--- src/rtl/io_arbiter.sv ---
// io_arbiter: four-port round-robin arbiter that captures one port datum at a
// time and holds it for a CPU until acknowledged.
// Optional feature macro: IO_ARB_TIMEOUT_EN (HOLD timeout with sticky err flag).
// Without the macro, err is tied low and HOLD waits indefinitely for cpu_ack.

module io_arbiter #(
    parameter int unsigned WIDTH   = 8,
    parameter int unsigned TIMEOUT = 255
) (
    input  logic             clk,
    input  logic             reset,
    input  logic [3:0]       req,
    input  logic [WIDTH-1:0] din0,
    input  logic [WIDTH-1:0] din1,
    input  logic [WIDTH-1:0] din2,
    input  logic [WIDTH-1:0] din3,
    output logic [3:0]       gnt,
    output logic [WIDTH-1:0] cpu_data,
    output logic [1:0]       cpu_port,
    output logic             cpu_valid,
    input  logic             cpu_ack,
    output logic             err
);

    localparam logic [0:0] StIdle = 1'b0;
    localparam logic [0:0] StHold = 1'b1;

    logic [0:0]       state_q, state_d;
    logic [3:0]       gnt_q, gnt_d;
    logic [WIDTH-1:0] data_q, data_d;
    logic [1:0]       port_q, port_d;
    logic [1:0]       last_q, last_d;

    logic             win_found;
    logic [1:0]       win_idx;
    logic [1:0]       cand;
    logic [WIDTH-1:0] win_data;

`ifdef IO_ARB_TIMEOUT_EN
    logic [7:0] cnt_q, cnt_d;
    logic       err_q, err_d;
`else
    // TIMEOUT only matters when the timeout feature is built in.
    logic unused_timeout;
    assign unused_timeout = ^8'(TIMEOUT);
`endif

    // Round-robin search starting one past the most recently granted port.
    always_comb begin
        win_found = 1'b0;
        win_idx   = 2'd0;
        cand      = 2'd0;
        for (int i = 1; i <= 4; i++) begin
            cand = last_q + 2'(i);
            if (!win_found && req[cand]) begin
                win_found = 1'b1;
                win_idx   = cand;
            end
        end
    end

    // Select the winning port's datum.
    always_comb begin
        win_data = '0;
        unique case (win_idx)
            2'd0: win_data = din0;
            2'd1: win_data = din1;
            2'd2: win_data = din2;
            2'd3: win_data = din3;
            default: win_data = '0;
        endcase
    end

    // Next-state logic for the IDLE/HOLD FSM and its datapath registers.
    always_comb begin
        state_d = state_q;
        gnt_d   = '0;
        data_d  = data_q;
        port_d  = port_q;
        last_d  = last_q;
`ifdef IO_ARB_TIMEOUT_EN
        cnt_d   = cnt_q;
        err_d   = err_q;
`endif
        case (state_q)
            StIdle: begin
                if (win_found) begin
                    state_d = StHold;
                    gnt_d   = 4'b0001 << win_idx;
                    data_d  = win_data;
                    port_d  = win_idx;
`ifdef IO_ARB_TIMEOUT_EN
                    cnt_d   = '0;
`endif
                end
            end
            StHold: begin
                // Ack wins over a timeout landing on the same edge.
                if (cpu_ack) begin
                    state_d = StIdle;
                    last_d  = port_q;
                end
`ifdef IO_ARB_TIMEOUT_EN
                else if (cnt_q == 8'(TIMEOUT - 1)) begin
                    state_d = StIdle;
                    last_d  = port_q;
                    err_d   = 1'b1;
                end else begin
                    cnt_d = cnt_q + 8'd1;
                end
`endif
            end
            default: state_d = StIdle;
        endcase
    end

    // State registers with synchronous active-low reset; reset overrides ack and timeout.
    always_ff @(posedge clk) begin
        if (!reset) begin
            state_q <= StIdle;
            gnt_q   <= '0;
            data_q  <= '0;
            port_q  <= '0;
            last_q  <= 2'd3;
`ifdef IO_ARB_TIMEOUT_EN
            cnt_q   <= '0;
            err_q   <= 1'b0;
`endif
        end else begin
            state_q <= state_d;
            gnt_q   <= gnt_d;
            data_q  <= data_d;
            port_q  <= port_d;
            last_q  <= last_d;
`ifdef IO_ARB_TIMEOUT_EN
            cnt_q   <= cnt_d;
            err_q   <= err_d;
`endif
        end
    end

    assign gnt       = gnt_q;
    assign cpu_data  = data_q;
    assign cpu_port  = port_q;
    assign cpu_valid = (state_q == StHold);
`ifdef IO_ARB_TIMEOUT_EN
    assign err       = err_q;
`else
    assign err       = 1'b0;
`endif

endmodule

--- config.mk ---
export PLATFORM = sky130hd
export DESIGN_NAME = io_arbiter
export DESIGN_NICKNAME = d
export VERILOG_FILES = /design/src/rtl/io_arbiter.sv
export SDC_FILE = /design/constraint.sdc
export NUM_CORES = 1
export LEC_CHECK = 0
export CAP_MARGIN = 20
export CORE_MARGIN = 5
export CORE_UTILIZATION = 40
export CTS_CLUSTER_DIAMETER = 60
export CTS_CLUSTER_SIZE = 20
export DETAILED_ROUTE_END_ITERATION = 12
export PLACE_DENSITY_LB_ADDON = 0.05
export REMOVE_ABC_BUFFERS = 1
export SYNTH_ARGS = -nofsm -noshare
export SYNTH_HDL_FRONTEND = slang
export SYNTH_SLANG_ARGS = --single-unit
--- constraint.sdc ---
create_clock -name clk -period 3.7 [get_ports clk]
set_clock_uncertainty 0.05 [all_clocks]
set_input_delay 0.74 -clock clk [delete_from_list [all_inputs] [get_ports clk]]
set_output_delay 0.74 -clock clk [all_outputs]
set_load 0.02 [all_outputs]
==> results of run 1 <==
[power by group through the flow]
stage	combinational [W]	clock, W	sequential (W)
6_report	0.000183	0.0000976	0.000213
4_1_cts	0.000185	0.000102	0.000213
5_1_grt	0.000197	0.000112	0.000216
3_5_place_dp	0.000184	0	0.000217
3_3_place_gp	0.000181	0	0.000217
2_1_floorplan	0.0000726	0	0.000236
[kinds of logic (layout without fill, tap and decap cells)]
| logic type | count (synthesis) | count (layout) | synth area share [%] |
|---|---|---|---|
| and+or+nand+nor | 46 | 46 | 25.6 |
| AOI/OAI and AO/OA | 30 | 30 | 26.8 |
| DFF | 17 | 17 | 36.3 |
| buffers and inverters | 9 | 59 | 5.47 |
| muxes | 5 | 5 | 5.34 |
| other | 1 | 1 | 0.400 |
[layout by cell type, fill, tap and decap left out, types with 3 or more instances in the layout]
| master | n |
|---|---|
| nor2b_1 | 3 |
| a32o_1 | 7 |
| mux2i_1 | 5 |
| o31a_1 | 7 |
| clkdlybuf4s50_1 | 53 |
| nor2_1 | 17 |
| o21ai_1 | 8 |
| nand3_1 | 4 |
| nand2_1 | 6 |
| or3_1 | 7 |
| dfxtp_1 | 17 |
| clkbuf_4 | 3 |
[worst paths after layout]
path	endpoint	slack (ns)	cells after the start
worst max register to register	cpu_data[6]	1.60	5
worst min-delay path	cpu_data[4]	0.43	1
worst max-delay path	cpu_data[6]	1.0	6
worst min register to register	cpu_data[4]	0.43	1
[final cells by class]
| cell class | count | area, µm² |
|---|---|---|
| Fill cell | 199 | 748 |
| Multi-Input combinational cell | 82 | 546 |
| Inverter | 2 | 7.51 |
| Sequential cell | 17 | 340 |
| Timing Repair Buffer | 53 | 531 |
| Tap cell | 28 | 35.0 |
| Clock buffer | 4 | 26.3 |
[stage by stage]
step	utilization, %	cell area [µm²]
2_1_floorplan	-	893
3_3_place_gp	65.3	1460
3_5_place_dp	65.3	1460
4_1_cts	66.5	1490
5_1_grt	66.5	1490
6_report	66.5	1490
[synth_stat cells, types with 2 or more instances]
| library cell | number |
|---|---|
| a21oi_1 | 2 |
| a32o_1 | 7 |
| and2b_1 | 2 |
| and3_1 | 2 |
| buf_2 | 2 |
| buf_4 | 2 |
| dfxtp_1 | 17 |
| inv_1 | 2 |
| mux2i_1 | 5 |
| nand2_1 | 6 |
| nand3_1 | 4 |
| nor2_1 | 17 |
| nor2b_1 | 3 |
| o21ai_1 | 8 |
| o31a_1 | 7 |
| or3_1 | 7 |
[layer usage]
| layer | vias up | wire length [µm] |
|---|---|---|
| met3 | 2 | 235 |
| met4 | 0 | 12 |
| met5 | - | 0 |
| li1 | 496 | - |
| met1 | 431 | 1080 |
| met2 | 39 | 1240 |
[registers in the layout, summed over array words and instances (netlist names)]
signal	cells
last_q	2
cpu_port	2
gnt	4
cpu_valid	1
cpu_data	8
[critical path: stages]
cell,delay (ns)
clkdlybuf4s50_1,0.52
and2b_4,0.24
o221ai_2,0.71
mux2i_1,0.27
mux2i_1,0.10
a22o_1,0.25
==> flow_summary.ini, run 1 <==
[layout]
drive_above_1_share_pct = 6.33
syn_to_final_growth_pct = 58.5
diodes = 0
fin_nets = 198
stdcell_count = 186

[placement]
dp.cells = 182
dp_slack_ns = 0.733
globalplace.congestion = 0.720
portBuffers = 53
hpwl_um = 1990

[run_status]
status = complete, no violations

[logic_synthesis]
synth.area.top_cells = dfxtp_1 36%, a32o_1 7.5%, nor2_1 6.8%, o31a_1 6.5%, mux2i_1 5.3%
synth_warnings = 0
synth_edf_count = 0
synth_seq_cells = 17
yosys.area.top_type = dfxtp_1
netlist_instances = 108
synth.avg_cell_area_um2 = 8.68
syn_area_um2 = 937
synth_ff_type = dfxtp_1
ys_seq_area_share_pct = 36.3
yosysTopAreaCellShare_pct = 36.3
ys_types = 31
synthArstFlopShare_pct = 0

[route]
vias = 968
drt_iter0_drc = 20
drcViolationCount = 0
firstDrtPassIters = 4
drt-wirelength-per-cell_um = 13.8
postRouteWirelength_um = 2570
drt-vias-per-instance = 5.20
ant_nets = 0

[floorplan]
die_height_um = 58.4
io_pins = 55
die_w_um = 58.4
coreArea_um2 = 2230
initial_utilization_pct = 42.0
dieArea_um2 = 3410
rows = 17

[clock_tree]
hold_buffers = 0
cts_root_buf = clkbuf_4
clockBufferDepth = 2
clk_latency_ns = 0.28
cts_resized = 0
cts_buffers = 3
cts_tree = yes
path_clk_slew_ns = 0.09
postCtsSetupBuffers = 0
htreeDepth = 1
cts.sinks = 17

[sta]
layout_setup_ws_ns = 1.00
min_period_ns = 2.70
post-route-period-util_pct = 73.0
maxSlewViolCount = 0
clock.fmax_mhz = 370
rsz0062_at_grt = false
finalSetupViolCount = 0
hold_viol = 0
slew_headroom_pct = 39.7
totalNegativeSetupSlack_ns = 0
hold_slack_ns = 0.426
tightest_slew_ns = 0.905

[grt]
first_global_vias = 929
antenna_found_initial = 0
busiest_layer = met2
grt_usage_pct = 15.3
gr-usage-met2_pct = 26.2
grt_max_degree = 28
grt_overflow = 0
use_met1_pct = 19.3
grt_first_pass_wirelength_um = 4150
grt_util_met3_pct = 4.82

[pwr]
power.internal_w = 0.000342
ir_drop_mv = 0.189
pwr-share-clk_pct = 19.8
swShare_pct = 30.7
seq_power_share_pct = 43.2
p_switching_w = 0.000152
combPwrFrac_pct = 37.1
p_leak_nw = 0.569
total_power_w = 0.000494
powerDensity_nw_per_um2 = 332

[hold_path]
hp-start = cpu_data[4]
hold_path.class = reg2reg

[critical_path]
cp-startpoint = req[3]
reg2reg_from = last_q[1]
path_max_fanout = 18
path_class = in2reg
required_ns = 3.83
endpoint_kind = flip-flop
worstPathArrival_ns = 2.83
cp-start-kind = primary input

[job]
maxCapViolations = 0
Power figures use the tool's default switching activity.
==> inputs of run 2 (changes only) <==
CORE_UTILIZATION = 37   (was 40)
clock period = 2.5 ns   (was 3.7 ns; I/O delays follow)
==> run 2 against run 1 <==
Compared with the run above: highest routed layer unchanged; critical path type unchanged; non-clock buffer count is 8 higher; die area is 6.7% higher; final cell count is 5.4% higher; register-to-register slack worse by 0.96 ns; clock power is 55% higher; first-iteration DRC count is 40% higher; sequential cell count stayed put; global-route usage is 0.26 points higher; utilization is 3.4 points lower; critical endpoint is now cpu_data[0]; via count is 5.4% higher.
==> flow_summary.ini, run 2 (synthesis gave the netlist of run 1 again) <==
[run_status]
status = complete, no violations

[layout]
drive_above_1_share_pct = 11.4
layout_common_cells = 53 x clkdlybuf4s50_1, 17 x nor2_1, 17 x dfxtp_1
diodes = 0
fillers = 231
fin_nets = 206
syn_to_final_growth_pct = 65.3
stdcell_count = 196
final_common_cell = clkdlybuf4s50_1
largest_register_ffs = 8

[critical_path]
reg2reg_from = last_q[0]
rr_endpoint = cpu_data[4]
worstPathArrival_ns = 2.31
slowest_delay_ns = 0.46
reg2regPathDepth = 5
endpoint_kind = flip-flop
crit_buf_inv = 2
crit_path_cell_trace = clkdlybuf4s50_1, buf_4, nor4_2, nor2_2, and2_1, o31a_1, a32o_1
cp_top_family = simple AND/OR/NAND/NOR gates
path_max_fanout = 12
required_ns = 2.65
reg2reg_slack_ns = 0.64
critPathSlowestCell = clkdlybuf4s50_1
cp-start-kind = primary input
path_class = in2reg

[route]
vias = 1020
ant_nets = 0
firstDrtPassIters = 4
drt-wirelength-per-cell_um = 14.5
postRouteWirelength_um = 2840
drcViolationCount = 0
drt-vias-per-instance = 5.20
drt_iter0_drc = 28

[pwr]
pwr-share-clk_pct = 20.0
ir_drop_mv = 0.321
power.internal_w = 0.000515
p_leak_nw = 0.610
powerDensity_nw_per_um2 = 487
seq_power_share_pct = 41.8
swShare_pct = 31.8
combPwrFrac_pct = 38.1
p_switching_w = 0.000240

[floorplan]
rows = 18
initial_utilization_pct = 38.2
dieArea_um2 = 3640
die_height_um = 60.3
die_w_um = 60.3
coreArea_um2 = 2450
io_pins = 55

[clock_tree]
clk_latency_ns = 0.30
cts.sinks = 17
postCtsSetupBuffers = 0
cts_root_buf = clkbuf_4
cts_buffers = 3
clockBufferDepth = 2
htreeDepth = 1
cts_tree = yes
hold_buffers = 0
path_clk_slew_ns = 0.10
cts_resized = 0

[sta]
maxSlewViolCount = 0
tightest_slew_ns = 0.604
rsz0062_at_grt = false
min_period_ns = 2.17
slew_headroom_pct = 59.6
totalNegativeSetupSlack_ns = 0
finalSetupViolCount = 0
clock.fmax_mhz = 462
hold_viol = 0
post-route-period-util_pct = 86.7

[hold_path]
hp-start = cpu_data[1]
hold_end = cpu_data[1]
holdPathStages = 1
hold_path.class = reg2reg

[grt]
antenna_found_initial = 0
grt_max_degree = 27
grt_overflow = 0
first_global_vias = 996
grt_usage_pct = 15.6
grt_first_pass_wirelength_um = 4250

[placement]
portBuffers = 53
globalplace.congestion = 0.744
hpwl_um = 2190
dp.cells = 192

[job]
maxCapViolations = 0
[run 2: power groups by stage]
stage | Combinational (W) | Sequential (W) | Clock (W)
detailed placement | 0.000288 | 0.000322 | 0
global route | 0.000309 | 0.000319 | 0.000171
global placement | 0.000283 | 0.000321 | 0
finish | 0.000288 | 0.000316 | 0.000151
CTS | 0.000290 | 0.000316 | 0.000156
floorplan | 0.000107 | 0.000349 | 0
[run 2: through the flow]
stage / hold slack [ns] / setup WS (ns) / util (%) / area [µm²] / power (W)
floorplan: 0.411 / 0.617 / - / 893 / 0.000456
global placement: 0.397 / 0.0609 / 62.0 / 1520 / 0.000604
detailed placement: 0.415 / 0.0304 / 62.0 / 1520 / 0.000610
CTS: 0.447 / 0.351 / 63.1 / 1550 / 0.000762
global route: 0.467 / 0.247 / 63.1 / 1550 / 0.000799
finish: 0.441 / 0.333 / 63.1 / 1550 / 0.000755
[run 2: how the worst max path moves through the flow]
stage	startpoint	endpoint	cells past startpoint
after floorplan	req[3]	cpu_data[6]	5
after global placement	req[1]	cpu_data[0]	7
after detailed placement	req[1]	cpu_data[7]	7
after CTS	req[1]	cpu_data[2]	7
after global routing	req[1]	cpu_data[0]	7
final	req[1]	cpu_data[0]	7
[run 2: routing by layer]
layer  GRT usage, %  wire length (µm)  vias up
met5              0                 0        -
met4           5.70                32        0
met3           4.10               228        5
met2           25.6              1350       48
met1           19.5              1230      454
li1               -                 -      513
[run 2: cell type report]
class,count,area [µm²],area share (%)
Multi-Input combinational cell,82,546,35.2
Clock inverter,1,5.00,0.323
Tap cell,30,37.5,2.42
Timing Repair Buffer,61,591,38.1
Sequential cell,17,340,22.0
Inverter,2,7.51,0.485
Clock buffer,3,22.5,1.45
